## src/rtl/mmc1_pkg.sv

```systemverilog
// Shared MMC1 definitions: register select codes, serial-load constants and bus payload types.
package mmc1_pkg;

    localparam int unsigned SHIFT_LEN = 5;
    localparam int unsigned SEL_W     = 2;
    localparam int unsigned CNT_W     = 3;

    localparam logic [SEL_W-1:0]     REG_CTRL      = 2'd0;
    localparam logic [SEL_W-1:0]     REG_CHR0      = 2'd1;
    localparam logic [SEL_W-1:0]     REG_CHR1      = 2'd2;
    localparam logic [SEL_W-1:0]     REG_PRG       = 2'd3;
    localparam logic [SHIFT_LEN-1:0] CTRL_RESET_OR = 5'b01100;

    typedef struct packed {
        logic [SEL_W-1:0]     sel;
        logic [SHIFT_LEN-1:0] data;
    } mmc1_wr_t;

    // One synchronized sample of the cartridge bus
    typedef struct packed {
        logic romsel_n;
        logic rw_n;
        logic a14;
        logic a13;
        logic d7;
        logic d0;
    } mmc1_bus_t;

    typedef enum logic {
        M2_LOW  = 1'b0,
        M2_HIGH = 1'b1
    } m2_state_t;

endpackage

```

## src/rtl/mmc1_bus_sync.sv

```systemverilog
// Parameterized flop chain: synchronizes asynchronous strobes, or delays bus bits by the same depth.
module mmc1_bus_sync #(
    parameter int unsigned STAGES = 2,
    parameter int unsigned WIDTH  = 1
) (
    input  logic             clk,
    input  logic             rst,
    input  logic [WIDTH-1:0] d,
    output logic [WIDTH-1:0] q
);

    logic [STAGES-1:0][WIDTH-1:0] chain;

    always_ff @(posedge clk or posedge rst) begin
        if (rst) begin
            chain <= '0;
        end else begin
            chain <= {chain[STAGES-2:0], d};
        end
    end

    assign q = chain[STAGES-1];

endmodule

```

## src/rtl/mmc1_serial_loader.sv

```systemverilog
// MMC1 CPU-side front end: detects M2 cycle ends on SYS_CLK, runs the 5-write serial load
// and drops the second of back-to-back mapper writes.
module mmc1_serial_loader
    import mmc1_pkg::*;
#(
    parameter int unsigned SYNC_STAGES = 2,
    parameter int unsigned MIN_RATIO   = 4
) (
    input  logic             SYS_CLK,
    input  logic             SYS_RST,
    input  logic             CPU_M2,
    input  logic             nCPU_ROMSEL,
    input  logic             nCPU_RW,
    input  logic             CPU_A14,
    input  logic             CPU_A13,
    input  logic             CPU_D7,
    input  logic             CPU_D0,
    output logic             REG_WE,
    output logic [SEL_W-1:0] REG_SEL,
    output logic [4:0]       REG_DATA,
    output logic             CTRL_RESET,
    output logic             WRITE_IGNORED,
    output logic [CNT_W-1:0] SHIFT_COUNT
);

    localparam int unsigned SHREG_W = SHIFT_LEN - 1;
    localparam int unsigned PH_W    = $clog2(MIN_RATIO + 1);

    logic [2:0] strobe_s;
    logic [3:0] data_s;
    logic       m2_s;
    mmc1_bus_t  bus_s;

    mmc1_bus_sync #(.STAGES(SYNC_STAGES), .WIDTH(3)) u_strobe_sync (
        .clk (SYS_CLK),
        .rst (SYS_RST),
        .d   ({CPU_M2, nCPU_ROMSEL, nCPU_RW}),
        .q   (strobe_s)
    );

    mmc1_bus_sync #(.STAGES(SYNC_STAGES), .WIDTH(4)) u_data_align (
        .clk (SYS_CLK),
        .rst (SYS_RST),
        .d   ({CPU_A14, CPU_A13, CPU_D7, CPU_D0}),
        .q   (data_s)
    );

    assign m2_s  = strobe_s[2];
    assign bus_s = '{romsel_n: strobe_s[1], rw_n: strobe_s[0],
                     a14: data_s[3], a13: data_s[2], d7: data_s[1], d0: data_s[0]};

    m2_state_t          state, state_n;
    mmc1_bus_t          snap, snap_n;
    logic               prev_write, prev_n;
    logic [CNT_W-1:0]   cnt, cnt_n;
    logic [SHREG_W-1:0] shreg, shreg_n;
    mmc1_wr_t           wr_q, wr_n;
    logic               we_n, crst_n, ign_n;
    logic               map_wr_c;

    assign map_wr_c = !snap.romsel_n && !snap.rw_n;

    always_ff @(posedge SYS_CLK or posedge SYS_RST) begin
        if (SYS_RST) begin
            state         <= M2_LOW;
            snap          <= '0;
            prev_write    <= 1'b0;
            cnt           <= '0;
            shreg         <= '0;
            wr_q          <= '0;
            REG_WE        <= 1'b0;
            CTRL_RESET    <= 1'b0;
            WRITE_IGNORED <= 1'b0;
        end else begin
            state         <= state_n;
            snap          <= snap_n;
            prev_write    <= prev_n;
            cnt           <= cnt_n;
            shreg         <= shreg_n;
            wr_q          <= wr_n;
            REG_WE        <= we_n;
            CTRL_RESET    <= crst_n;
            WRITE_IGNORED <= ign_n;
        end
    end

    // Snapshot while M2 is high; evaluate the last high sample once on the falling edge
    always_comb begin
        state_n = state;
        snap_n  = snap;
        prev_n  = prev_write;
        cnt_n   = cnt;
        shreg_n = shreg;
        wr_n    = wr_q;
        we_n    = 1'b0;
        crst_n  = 1'b0;
        ign_n   = 1'b0;

        if (m2_s) begin
            snap_n = bus_s;
        end

        case (state)
            M2_LOW: begin
                if (m2_s) begin
                    state_n = M2_HIGH;
                end
            end
            M2_HIGH: begin
                if (!m2_s) begin
                    state_n = M2_LOW;
                    prev_n  = map_wr_c;
                    if (map_wr_c) begin
                        if (prev_write) begin
                            ign_n = 1'b1;
                        end else if (snap.d7) begin
                            crst_n  = 1'b1;
                            cnt_n   = '0;
                            shreg_n = '0;
                        end else if (cnt == CNT_W'(SHIFT_LEN - 1)) begin
                            we_n      = 1'b1;
                            wr_n.sel  = {snap.a14, snap.a13};
                            wr_n.data = {snap.d0, shreg};
                            cnt_n     = '0;
                            shreg_n   = '0;
                        end else begin
                            shreg_n = {snap.d0, shreg[SHREG_W-1:1]};
                            cnt_n   = cnt + CNT_W'(1);
                        end
                    end
                end
            end
            default: state_n = M2_LOW;
        endcase
    end

    assign REG_SEL     = wr_q.sel;
    assign REG_DATA    = wr_q.data;
    assign SHIFT_COUNT = cnt;

    // Phase-length monitor for the oversampling ratio; it drives nothing but the assertion
    logic [PH_W-1:0] phase_len;
    logic            phase_seen;

    always_ff @(posedge SYS_CLK or posedge SYS_RST) begin
        if (SYS_RST) begin
            phase_len  <= '0;
            phase_seen <= 1'b0;
        end else if (m2_s != (state == M2_HIGH)) begin
            assert (!phase_seen || phase_len >= PH_W'(MIN_RATIO));
            phase_len  <= PH_W'(1);
            phase_seen <= 1'b1;
        end else if (phase_len < PH_W'(MIN_RATIO)) begin
            phase_len <= phase_len + PH_W'(1);
        end
    end

endmodule

```

## config.mk

```make
export PLATFORM = sky130hd
export DESIGN_NAME = mmc1_serial_loader
export DESIGN_NICKNAME = d
export VERILOG_FILES = /design/src/rtl/mmc1_pkg.sv /design/src/rtl/mmc1_bus_sync.sv /design/src/rtl/mmc1_serial_loader.sv
export SDC_FILE = /design/constraint.sdc
export NUM_CORES = 1
export LEC_CHECK = 0
export ABC_AREA = 1
export BUFFER_PORTS_ARGS = -buffer_cell sky130_fd_sc_hd__buf_2
export CAP_MARGIN = 15
export CORE_MARGIN = 2
export CORE_UTILIZATION = 46
export CTS_CLUSTER_SIZE = 24
export DETAILED_ROUTE_END_ITERATION = 8
export PLACE_DENSITY = 0.67
export SYNTH_ARGS = -nofsm -noshare
export SYNTH_HDL_FRONTEND = slang
export SYNTH_SLANG_ARGS = --single-unit
```

## constraint.sdc

```tcl
create_clock -name SYS_CLK -period 1.6 [get_ports SYS_CLK]
set_input_delay 0.08 -clock SYS_CLK [delete_from_list [all_inputs] [get_ports SYS_CLK]]
set_output_delay 0.08 -clock SYS_CLK [all_outputs]
set_load 0.01 [all_outputs]
```

# Yosys cells after proc, flatten, opt, wreduce, memory -nomap -nowiden
# Index checks and enable logic that the tools add are counted.
# word_totals
regBits	39
output_inout_bits	13
# op_classes
addsub	1
eq_ne	1
n_mux	20
bitwise_logic	3
n_reduce_logical	6
# ops
op	count
1-bit two-way mux	16
4-bit two-way mux	2
3-bit two-way mux	2
6-bit AND reduction	1
4-bit AND reduction	1
3-bit by 1-bit adder with 3-bit output, second input constant	1
3-bit == test, second input constant	1
1-bit inverter	3
1-bit zero test	2
2-bit AND reduction	1
1-bit logical AND	1

# Longest topological paths before layout
# depth
depth_word	7
depth_mapped	7
depth_no_buf	7

# By module
# A second synthesis with hierarchy kept.
# hier_totals
hier_cells	138
hier_area_um2	1510.2
# modules_own_cells
mod	n_inst	cells_per_inst	area_each_um2	seq_area_each_um2
mmc1_serial_loader	1	115	1099.8	625.6
mmc1_bus_sync (u_data_align)	1	13	234.0	200.2
mmc1_bus_sync (u_strobe_sync)	1	10	176.4	150.1

# Worst setup path after synthesis
# OpenSTA, ideal clock, no wires.
# synth_timing
path_type	reg2reg
startpoint	register cnt[0] (netlist: SHIFT_COUNT[0])
endpoint	register wr_q (netlist bit REG_DATA[0])
arrival_time_ps	1142
t_required_ps	1483
path_slack_ps	342
path_stages_with_launch	8
n_path_buf	0
synth_period_minus_slack_ps	1258
cell_sequence	dfrtp_1 inv_1 ha_1 nand2_2 nor2_4 nand2_4 nand2_1 nand2_1
# synth_via
elab_chain_len	2
# synth_rtl
item	line_no	text
start, declared	mmc1_serial_loader.sv:55	logic [CNT_W-1:0] cnt, cnt_n;
start signal, assigned	mmc1_serial_loader.sv:78	cnt <= cnt_n;
3-bit == test	mmc1_serial_loader.sv:120	end else if (cnt == CNT_W'(SHIFT_LEN - 1)) begin
6-bit AND reduction (no source line)	-	
end signal, assigned	mmc1_serial_loader.sv:80	wr_q <= wr_n;
end, declared	mmc1_serial_loader.sv:57	mmc1_wr_t wr_q, wr_n;
# Every way passes these cells.
# A chain may end at the register's enable or synchronous reset.

# Final worst setup path
# layout_timing
startpoint	register cnt[0] (netlist: SHIFT_COUNT[0])
endpoint	register wr_q (netlist bit REG_DATA[1])
# Same word-level chain as after synthesis.

==> flow_summary.yaml <==
global_routing:
  grt_pass1_wl_mm: 3.705
  antenna_found_initial: 0
  grt_overflow: 0
  grt_max_degree: 40
  track_usage: 0.1434
  grt_pass1_vias: 914
detailed_routing:
  wl_per_cell_um: 10.31
  vias_per_cell: 4.514
  drtAntennaViolNets: 0
  drc_errors: 0
  drt_first_iter_violations: 31
  wl_mm: 2.144
  drtPass1Iterations: 4
  num_vias: 939
timing:
  slew_violations: 0
  min_period_over_period: 0.8268
  clock.fmax_mhz: 755.9
  finalHoldViolCount: 0
  worst_pin_slew_ps: 468.6
  min_period_ps: 1323
  grt_setup_unrepaired: "no"
  slew-limit-headroom: 0.6876
  tns_ps: 0
  clock_skew_ps: 9.538
  setup_viol: 0
  timing.hold.ws_ps: 356.5
floorplanning:
  ioPinCount: 22
  placementRows: 20
  dieArea_mm2: 0.003597
  dieWidth_um: 59.98
  initial_core_util: 0.4760
  die-height_um: 59.98
  core_area_mm2: 0.003028
finish:
  diodes: 0
  multi_input_area_um2: 396.6
  nNetsFinal: 175
  drive_gt1_frac: 0.2439
  fin_area_mm2: 0.001738
  layout.filler_cells: 287
  layout_commonest_cell: "nand2_1"
  seq_area_um2: 975.9
  area_delta_synth_final_pct: 20.57
  mostFrequentLayoutCells: "nand2_1, dfrtp_1, buf_2, inv_1"
cts:
  cts_sinks: 39
  cts_max_level: 2
  clk_latency_ps: 340
  cts_setup_buffers: 0
  tritoncts: "done"
  cts_buffers: 5
  cts-root-buf: "clkbuf_4"
  cts_buffer_depth: 2
  path_clk_slew_ps: 100
power_and_ir_drop:
  power.density_mw_per_mm2: 1186
  vdd_drop_max_mv: 0.6952
  power_frac_comb: 0.147
  p_total_w: 0.002061
  p_sw_w: 0.0005398
  pwr-share-clk: 0.298
  switching_share: 0.2619
  seq_power_share: 0.555
  p_int_w: 0.001521
  p_leak_nw: 0.9336
synthesis:
  yosysSeqAreaShare: 0.6771
  synth_compound_area_frac: 0.03993
  synth.avg_cell_area_um2: 11.17
  syn_nets: 140
  yosys.cell_types.count: 20
  yosysWarnings: 0
  synth_area_mm2: 0.001441
  netlist_instances: 129
  synth-seq-cells: 39
  synthMuxAreaShare: 0
  synth_adder_area_share: 0.01736
  synth_top_family_by_area: "simple AND/OR/NAND/NOR gates"
  synthSimpleGateAreaFrac: 0.2179
  synthXorXnorAreaFrac: 0
place:
  hpwlAfterDp_mm: 1.473
  io_buffers: 21
  dpl-instance-area_mm2: 0.001587
  routabilityCongestion: 0.8076
worst_setup_path:
  slowest_delay_ps: 420
  critPathArrivalTime_ps: 1560
  r2r_start: "SHIFT_COUNT[0]"
  critPathLaunch: "SHIFT_COUNT[0]"
  crit_path_cell_trace: "inv_1, ha_1, nand2_2, nor2_4, nand2_4, nand2_1, nand2_1"
  crit_path_top_delay_cell: "dfrtp_1"
  crit_top_cell: "nand2_1"
  worst_setup_path_start_kind: "flip-flop"
  critPathRequiredTime_ps: 1840
  worst_setup_path_end_kind: "flip-flop"
  worstPathMaxFanout: 8
  crit_type: "reg2reg"
hold_path:
  hold_class: "reg2reg"
  hp-start: "u_data_align.chain[1]"
run:
  drv_cap: 0
run_status:
  status: "finished clean"
power by group through the flow:
stage	Sequential (W)	Combinational [W]	Clock (W)
3_3_place_gp	0.00116	0.000284	0
4_1_cts	0.00115	0.000311	0.000629
5_1_grt	0.00116	0.000347	0.000680
6_report	0.00114	0.000303	0.000614
2_1_floorplan	0.00116	0.000204	0
3_5_place_dp	0.00117	0.000296	0
sequential cells by signal, summed over array words and instances, names as in the netlist:
signal / flops
CTRL_RESET: 1
REG_DATA: 5
REG_SEL: 2
REG_WE: 1
SHIFT_COUNT: 3
WRITE_IGNORED: 1
prev_write: 1
shreg: 4
snap: 6
state: 1
u_data_align.chain: 4
u_data_align.q: 4
u_strobe_sync.chain: 3
u_strobe_sync.q: 3
worst max-delay path, delay by kind of cell (launching register included):
family | cells | cell delay [ps]
simple gates | 5 | 540
fa+ha+maj | 1 | 180
buf+inv | 1 | 80
flops | 1 | 420
synthesized netlist by cell type:
cell type	number	area (um^2)
ha_1	2	25.02
o21ai_2	2	17.52
nand2_2	1	6.260
nand3_1	8	40.04
nand3_2	1	10.01
nor2_4	2	22.52
nor2_8	1	20.02
clkinv_4	1	8.760
nor2_1	2	7.510
o21ai_0	2	10.01
o21ai_1	5	25.02
nand2_4	2	22.52
nand4_1	1	6.260
inv_2	1	3.750
a21oi_1	1	5.000
inv_1	9	33.78
dfrtp_1	39	975.9
nor2_2	1	6.260
nand2_1	46	172.7
buf_6	2	22.52
final timing paths:
kind	endpoint	slack (ps)	cells after the start
hold / removal	u_data_align.q[1]	360	0
hold reg to reg	u_data_align.q[1]	360	0
max in group asynchronous	shreg[3]	880	4
min in group asynchronous	u_data_align.chain[3]	390	4
setup reg to reg	REG_DATA[1]	280	7
setup / recovery	REG_DATA[1]	280	7
per-layer routing:
metal | up-vias | part of all wire | global-route usage
met5 | - | 0 | 0
met3 | 6 | 0.049 | 0.06494
met1 | 442 | 0.46 | 0.1546
met4 | 0 | 0.019 | 0.05714
met2 | 23 | 0.47 | 0.2438
li1 | 468 | - | -
through the flow:
stage	std cells	utilization	worst slack [ps]
floorplan	129	-	341.7
global placement	193	0.5240	335.7
detailed placement	193	0.5240	272.0
CTS	208	0.5740	253.4
global route	208	0.5740	141.1
finish	208	0.5740	277.1
repair_timing:
action | CTS | global route
resized for setup | 0 | 0
hold buffers | 8 | 0
endpoints found under the hold margin | 46 | 0
layout make-up:
type,count,share of cell area
multi-input combinational,77,0.2282
clock buffer,6,0.02376
tap,44,0.03168
inverter,11,0.02664
clock inverter,1,0.01728
timing repair buffer,30,0.1109
sequential,39,0.5616
cells by family (layout without fill, tap and decap cells):
kind of cell             count (synthesis)  in the layout
adder cells (fa/ha/maj)                  2              2
AND/OR/NAND/NOR                         65             65
AO/OA/AOI/OAI                           10             10
buffers and inverters                   13             48
flip-flops                              39             39
No activity file was read; power rests on OpenSTA's default activity.
